$ cat config.mk
export PLATFORM = sky130hd
export DESIGN_NAME = exe_mem_stage_reg
export DESIGN_NICKNAME = d
export VERILOG_FILES = /design/src/rtl/exe_mem_stage_reg.sv
export SDC_FILE = /design/constraint.sdc
export NUM_CORES = 1
export LEC_CHECK = 0
export ABC_AREA = 0
export BUFFER_PORTS_ARGS = -buffer_cell sky130_fd_sc_hd__buf_2
export CAP_MARGIN = 10
export CORE_AREA = 2 2 118 120
export DETAILED_ROUTE_END_ITERATION = 6
export DIE_AREA = 0 0 120 122
export PLACE_DENSITY = 0.76
export SYNTH_ARGS = -nofsm -noshare
export SYNTH_HDL_FRONTEND = slang
export SYNTH_SLANG_ARGS = --single-unit
$ cat constraint.sdc
create_clock -name clk -period 2.8 [get_ports clk]
set_input_delay 0.42 -clock clk [delete_from_list [all_inputs] [get_ports clk]]
set_output_delay 0.42 -clock clk [all_outputs]
set_load 0.05 [all_outputs]
$ cat src/rtl/exe_mem_stage_reg.sv
// EXE/MEM pipeline register with architectural NZCV status register and retired-instruction counter.
// Latency: 1 cycle from inputs to outputs; status update visible the cycle after capture.
// Backpressure: freeze holds every register (status and counter included); flush squashes control only.
//
// Ports:
//   clk, rst (sync, active-low)     : clock and reset; reset overrides freeze and flush
//   freeze, flush                   : stall hold / squash of the instruction being captured
//   valid_in, s_in, wb_en_in,
//   mem_r_en_in, mem_w_en_in        : EXE-slot control; controls are gated by valid_in
//   alu_res_in, status_bits_in,
//   st_val_in, dest_in, pc_in       : EXE-slot data; status_bits_in is {N,Z,C,V}
//   status_reg_out                  : architectural NZCV, feeds the ALU carry-in and ID condition check
//   valid_out .. pc_out             : registered MEM-slot fields
//   retired_cnt                     : wrapping count of valid instructions accepted into MEM
module exe_mem_stage_reg #(
    parameter int DATA_W = 32,
    parameter int DEST_W = 4,
    parameter int CNT_W  = 32
) (
    input  logic              clk,
    input  logic              rst,
    input  logic              freeze,
    input  logic              flush,
    input  logic              valid_in,
    input  logic              s_in,
    input  logic              wb_en_in,
    input  logic              mem_r_en_in,
    input  logic              mem_w_en_in,
    input  logic [DATA_W-1:0] alu_res_in,
    input  logic [3:0]        status_bits_in,
    input  logic [DATA_W-1:0] st_val_in,
    input  logic [DEST_W-1:0] dest_in,
    input  logic [DATA_W-1:0] pc_in,
    output logic [3:0]        status_reg_out,
    output logic              valid_out,
    output logic              wb_en_out,
    output logic              mem_r_en_out,
    output logic              mem_w_en_out,
    output logic [DATA_W-1:0] alu_res_out,
    output logic [DATA_W-1:0] st_val_out,
    output logic [DEST_W-1:0] dest_out,
    output logic [DATA_W-1:0] pc_out,
    output logic [CNT_W-1:0]  retired_cnt
);

    logic [3:0]        r_status;
    logic              r_valid;
    logic              r_wb_en;
    logic              r_mem_r_en;
    logic              r_mem_w_en;
    logic [DATA_W-1:0] r_alu_res;
    logic [DATA_W-1:0] r_st_val;
    logic [DEST_W-1:0] r_dest;
    logic [DATA_W-1:0] r_pc;
    logic [CNT_W-1:0]  r_cnt;

    // A real instruction survives into the MEM slot only if it is valid and not squashed.
    // Freeze is handled by the register enable below, so it is not folded in here.
    logic w_live;
    logic w_status_ld;

    assign w_live      = valid_in & ~flush;
    assign w_status_ld = w_live & s_in;

    always_ff @(posedge clk) begin
        if (!rst) begin
            r_status   <= '0;
            r_valid    <= 1'b0;
            r_wb_en    <= 1'b0;
            r_mem_r_en <= 1'b0;
            r_mem_w_en <= 1'b0;
            r_alu_res  <= '0;
            r_st_val   <= '0;
            r_dest     <= '0;
            r_pc       <= '0;
            r_cnt      <= '0;
        end else if (!freeze) begin
            r_valid    <= w_live;
            r_wb_en    <= wb_en_in    & w_live;
            r_mem_r_en <= mem_r_en_in & w_live;
            r_mem_w_en <= mem_w_en_in & w_live;
            // Data fields follow the inputs even on flush; the cleared controls make them inert.
            r_alu_res  <= alu_res_in;
            r_st_val   <= st_val_in;
            r_dest     <= dest_in;
            r_pc       <= pc_in;
            if (w_status_ld) begin
                r_status <= status_bits_in;
            end
            // Free-running wrap at 2^CNT_W; debug only, no saturation.
            if (w_live) begin
                r_cnt <= r_cnt + {{(CNT_W-1){1'b0}}, 1'b1};
            end
        end
    end

    assign status_reg_out = r_status;
    assign valid_out      = r_valid;
    assign wb_en_out      = r_wb_en;
    assign mem_r_en_out   = r_mem_r_en;
    assign mem_w_en_out   = r_mem_w_en;
    assign alu_res_out    = r_alu_res;
    assign st_val_out     = r_st_val;
    assign dest_out       = r_dest;
    assign pc_out         = r_pc;
    assign retired_cnt    = r_cnt;

endmodule

# Yosys cells after proc, flatten, opt, wreduce, memory -nomap -nowiden

Index checks and enable logic that the tools add are counted.

Shift operators: 0
$mul: 0
Bitwise gates (word level): 7
Magnitude comparators: 0
Add/subtract/negate cells: 1
Div/mod/pow operators: 0
Eq/ne operators: 0
Mux-type cells: 0
Reduce and logical (&&, ||, !) cells: 2

Operators by type and width:

| cell                                          | count |
|---|---|
| adder 32 x 1 -> 32 bit, second input constant | 1 |
| AND 1 bit                                     | 5 |
| AND reduction 2 bit                           | 2 |
| NOT 1 bit                                     | 2 |

Bits in writable memories: 0
Memories: 0
Memory bits (read-only): 0
Register bits: 140
Latch bits: 0
Output and inout port bits: 140

# Depth between registers and ports, before layout

Depth in word-level cells: 4
Mapped depth: 7
Depth with buffers taken out: 5

# Least setup slack after synthesis

No wires, ideal clock.

Kind: register -> register
From: register r_cnt[0], in the netlist retired_cnt[0]
To: register r_cnt[30], in the netlist retired_cnt[30]
Clock period less this slack: 2.430 ns
Data required time: 2.729 ns
Slack: 0.370 ns
Stages on the path, launching flop included: 7
Data arrival time: 2.360 ns
Cell sequence: dfxtp_1 -> ha_1 -> nand3_1 -> or4_4 -> buf_6 -> or4_1 -> a21oi_1

Cells in the longest elaborated chain, start to end: 1

Ends and longest elaborated chain:

| what                     | line | source |
|---|---|---|
| start: declaration       | 55   | `logic [CNT_W-1:0] r_cnt;` |
| start signal: assignment | 92   | `r_cnt <= r_cnt + {{(CNT_W-1){1'b0}}, 1'b1};` |
| adder 32 x 1 -> 32 bit   | 92   |  |

No other way between the ends.
A chain may end at the register's enable or synchronous reset.

# Final worst setup path

From: register r_cnt[0], in the netlist retired_cnt[0]
To: register r_cnt[28], in the netlist retired_cnt[28]

The elaborated chain is that of the path after synthesis.

==> flow_metrics.env <==
export IMPL_grt_pass1_wl_um=20340
export IMPL_synth_area_per_cell_um2=9.931
export IMPL_yosysWarnings=0
export IMPL_end_kind="flip-flop"
export IMPL_stdcell_count=963
export IMPL_worstSetupPathType="flip-flop to flip-flop"
export IMPL_seq_area_frac_synth=0.5345
export IMPL_tightest_slew_ns=0.7585
export IMPL_synth_flop_cell="dfxtp_1"
export IMPL_drtIter0Drc=239
export IMPL_fin_hold_ws_ns=0.2398
export IMPL_power_density_nw_per_um2=685.0
export IMPL_cts_sinks=140
export IMPL_synth_nets=642
export IMPL_rsz0062_at_grt="no"
export IMPL_cts_tree="yes"
export IMPL_synth_seq_cells=140
export IMPL_route_antenna_remaining_nets=0
export IMPL_drc_errors=0
export IMPL_met2WireLength_um=6272
export IMPL_dp_cells=931
export IMPL_grt_max_degree=105
export IMPL_cts_made_buffers=17
export IMPL_hold_viol=0
export IMPL_grt_usage=0.1726
export IMPL_totalWireLength_um=12880
export IMPL_synthTopCellsByArea="dfxtp_1 (53%), mux2i_1 (20%), nor2_1 (8.2%), a21oi_1 (2.2%), clkbuf_1 (1.6%)"
export IMPL_startpoint_type="flip-flop"
export IMPL_syn_inst=528
export IMPL_drive_gt1_frac=0.3716
export IMPL_area_growth_pct=37.80
export IMPL_wl_met3_um=960
export IMPL_antenna_found_initial=0
export IMPL_highest_layer="met4"
export IMPL_synth_edf_count=0
export IMPL_grt_pass1_vias=4382
export IMPL_die_h_um=122
export IMPL_setup_tns_final_ns=0
export IMPL_diodes=0
export IMPL_maxCapViolations=0
export IMPL_synth_area_leader_cell="dfxtp_1"
export IMPL_syn_area_um2=5244
export IMPL_fin_nets=884
export IMPL_ir_drop_mv=0.3737
export IMPL_ys_async_sr_fraction=0
export IMPL_place_hpwl_um=9075
export IMPL_rows=43
export IMPL_worstHoldPathType="input port to flip-flop"
export IMPL_fmax_mhz=467.9
export IMPL_clock_path_buffers=2
export IMPL_fin_skew_ns=0.005537
export IMPL_cp_max_fo=12
export IMPL_drt_met1_wl_um=5420
export IMPL_maxSlewViolCount=0
export IMPL_fin_crit_sh=0.7632
export IMPL_root_buffer="clkbuf_16"
export IMPL_yosysTopAreaCellShare=0.5345
export IMPL_outcome="completed"
export IMPL_floorplan_io_pins=253
export IMPL_gr_total_overflow=0
export IMPL_cts_max_level=4
export IMPL_via_per_inst=4.778
export IMPL_dieWidth_um=120
export IMPL_cp_data_required_time_ns=3.13
export IMPL_nFillCells=1252
export IMPL_start_util=0.3883
export IMPL_wl_per_cell_um=13.37
export IMPL_dr_pass1_iters=4
export IMPL_leakage_nw=3.571
export IMPL_io_buffers=252
export IMPL_path_clk_slew_ns=0.06
export IMPL_routabilityCongestion=0.7665
export IMPL_setup_violations=0
export IMPL_post_cts_setup_buffers=0
export IMPL_via_count=4601
export IMPL_post_cts_resize_count=0
export IMPL_total_power_mw=4.950
export IMPL_cts_hold_buf=0
export IMPL_design_core_area_um2=13500
export IMPL_slew_headroom=0.4943
export IMPL_worstSkewPairLatency_ns=0.40
export IMPL_cp_arrival_ns=2.47
export IMPL_die_area_um2=14640
export IMPL_synth_cell_types=31
export IMPL_period_needed_ns=2.137
-- cells in the mapped netlist (all sizes together), types with 9 or more instances --
master and n:
clkbuf 23, a21oi 23, o31ai 9, buf 11, nand2 11, nand3 9
or3 12, o21ai 12, nand4 12, or4 11, mux2i 105, dfxtp 140
nor2 114
-- cell families (layout without fill, tap and decap cells) --
group | after synthesis | count (layout) | share of synthesized area
compound gates | 49 | 49 | 0.05369
buf+inv | 39 | 294 | 0.02959
flops | 140 | 140 | 0.5345
simple gates | 186 | 186 | 0.1661
fa+ha+maj | 1 | 1 | 0.002386
mux | 105 | 105 | 0.2004
xor+xnor | 8 | 8 | 0.01336
-- worst paths after layout --
path                    from              end  slack (ns)  cells after the start
min reg2reg  retired_cnt[31]  retired_cnt[31]        0.47                      2
min            st_val_in[10]   st_val_out[10]        0.24                      3
max           retired_cnt[0]  retired_cnt[28]        0.66                      5
max reg2reg   retired_cnt[0]  retired_cnt[28]        0.66                      5
-- layer usage --
metal | track usage | vias to the layer above
met2 | 0.2898 | 150
met3 | 0.07022 | 16
li1 | - | 2320
met4 | 0.06765 | 0
met1 | 0.1963 | 2115
met5 | 0 | -
-- stage by stage --
| stage | cell area [µm²] | utilization | setup slack (ns) |
|---|---|---|---|
| after floorplan | 5244 | - | 0.3700 |
| after global placement | 6661 | 0.4933 | 0.2748 |
| after detailed placement | 6661 | 0.4933 | 0.2742 |
| after CTS | 7226 | 0.5351 | 0.6709 |
| after global routing | 7226 | 0.5351 | 0.5385 |
| final | 7226 | 0.5351 | 0.6630 |
-- report_power, final --
part           switching [mW]  total (mW)  internal [mW]
logic                   0.489       0.700          0.211
clock network           0.890        2.12           1.23
registers              0.0428        2.12           2.08
total                    1.42        4.95           3.53
-- critical path: stages, from the launching register on --
cell and delay, ns:
dfxtp_1 0.43, ha_1 0.22, nand3_1 0.14, or4_4 0.62
or4_1 0.52, a21oi_1 0.14
-- registers in the layout, summed over array words and instances, names as in the netlist --
register and cells:
valid_out 1, wb_en_out 1, st_val_out 32, dest_out 4, mem_w_en_out 1, retired_cnt 32, status_reg_out 4, alu_res_out 32
mem_r_en_out 1, pc_out 32
-- placed cells by master, fill, tap and decap left out, drive strengths merged, types with 2 or more instances in the layout --
| master | count |
|---|---|
| dfxtp | 140 |
| inv | 10 |
| o21ai | 12 |
| and2 | 4 |
| a21oi | 23 |
| clkinvlp | 4 |
| or3 | 12 |
| nand3 | 9 |
| xnor2 | 5 |
| nor3 | 2 |
| or4 | 11 |
| nand2 | 11 |
| nand4 | 12 |
| xor2 | 3 |
| o31ai | 9 |
| clkinv | 5 |
| buf | 257 |
| a22oi | 3 |
| and4 | 5 |
| mux2i | 105 |
| nor2 | 114 |
| nor4 | 2 |
| clkbuf | 17 |
-- area by class of cell --
cell class / instances / area [µm²] / share of cell area
multi-input combinational: 349 / 2286 / 0.3164
tap: 180 / 225.2 / 0.03117
sequential: 140 / 2803 / 0.3879
clock inverter: 15 / 138.9 / 0.01922
inverter: 5 / 21.27 / 0.002944
timing repair buffer: 257 / 1326 / 0.1835
clock buffer: 17 / 425.4 / 0.05887
Power figures use the tool's default switching activity.
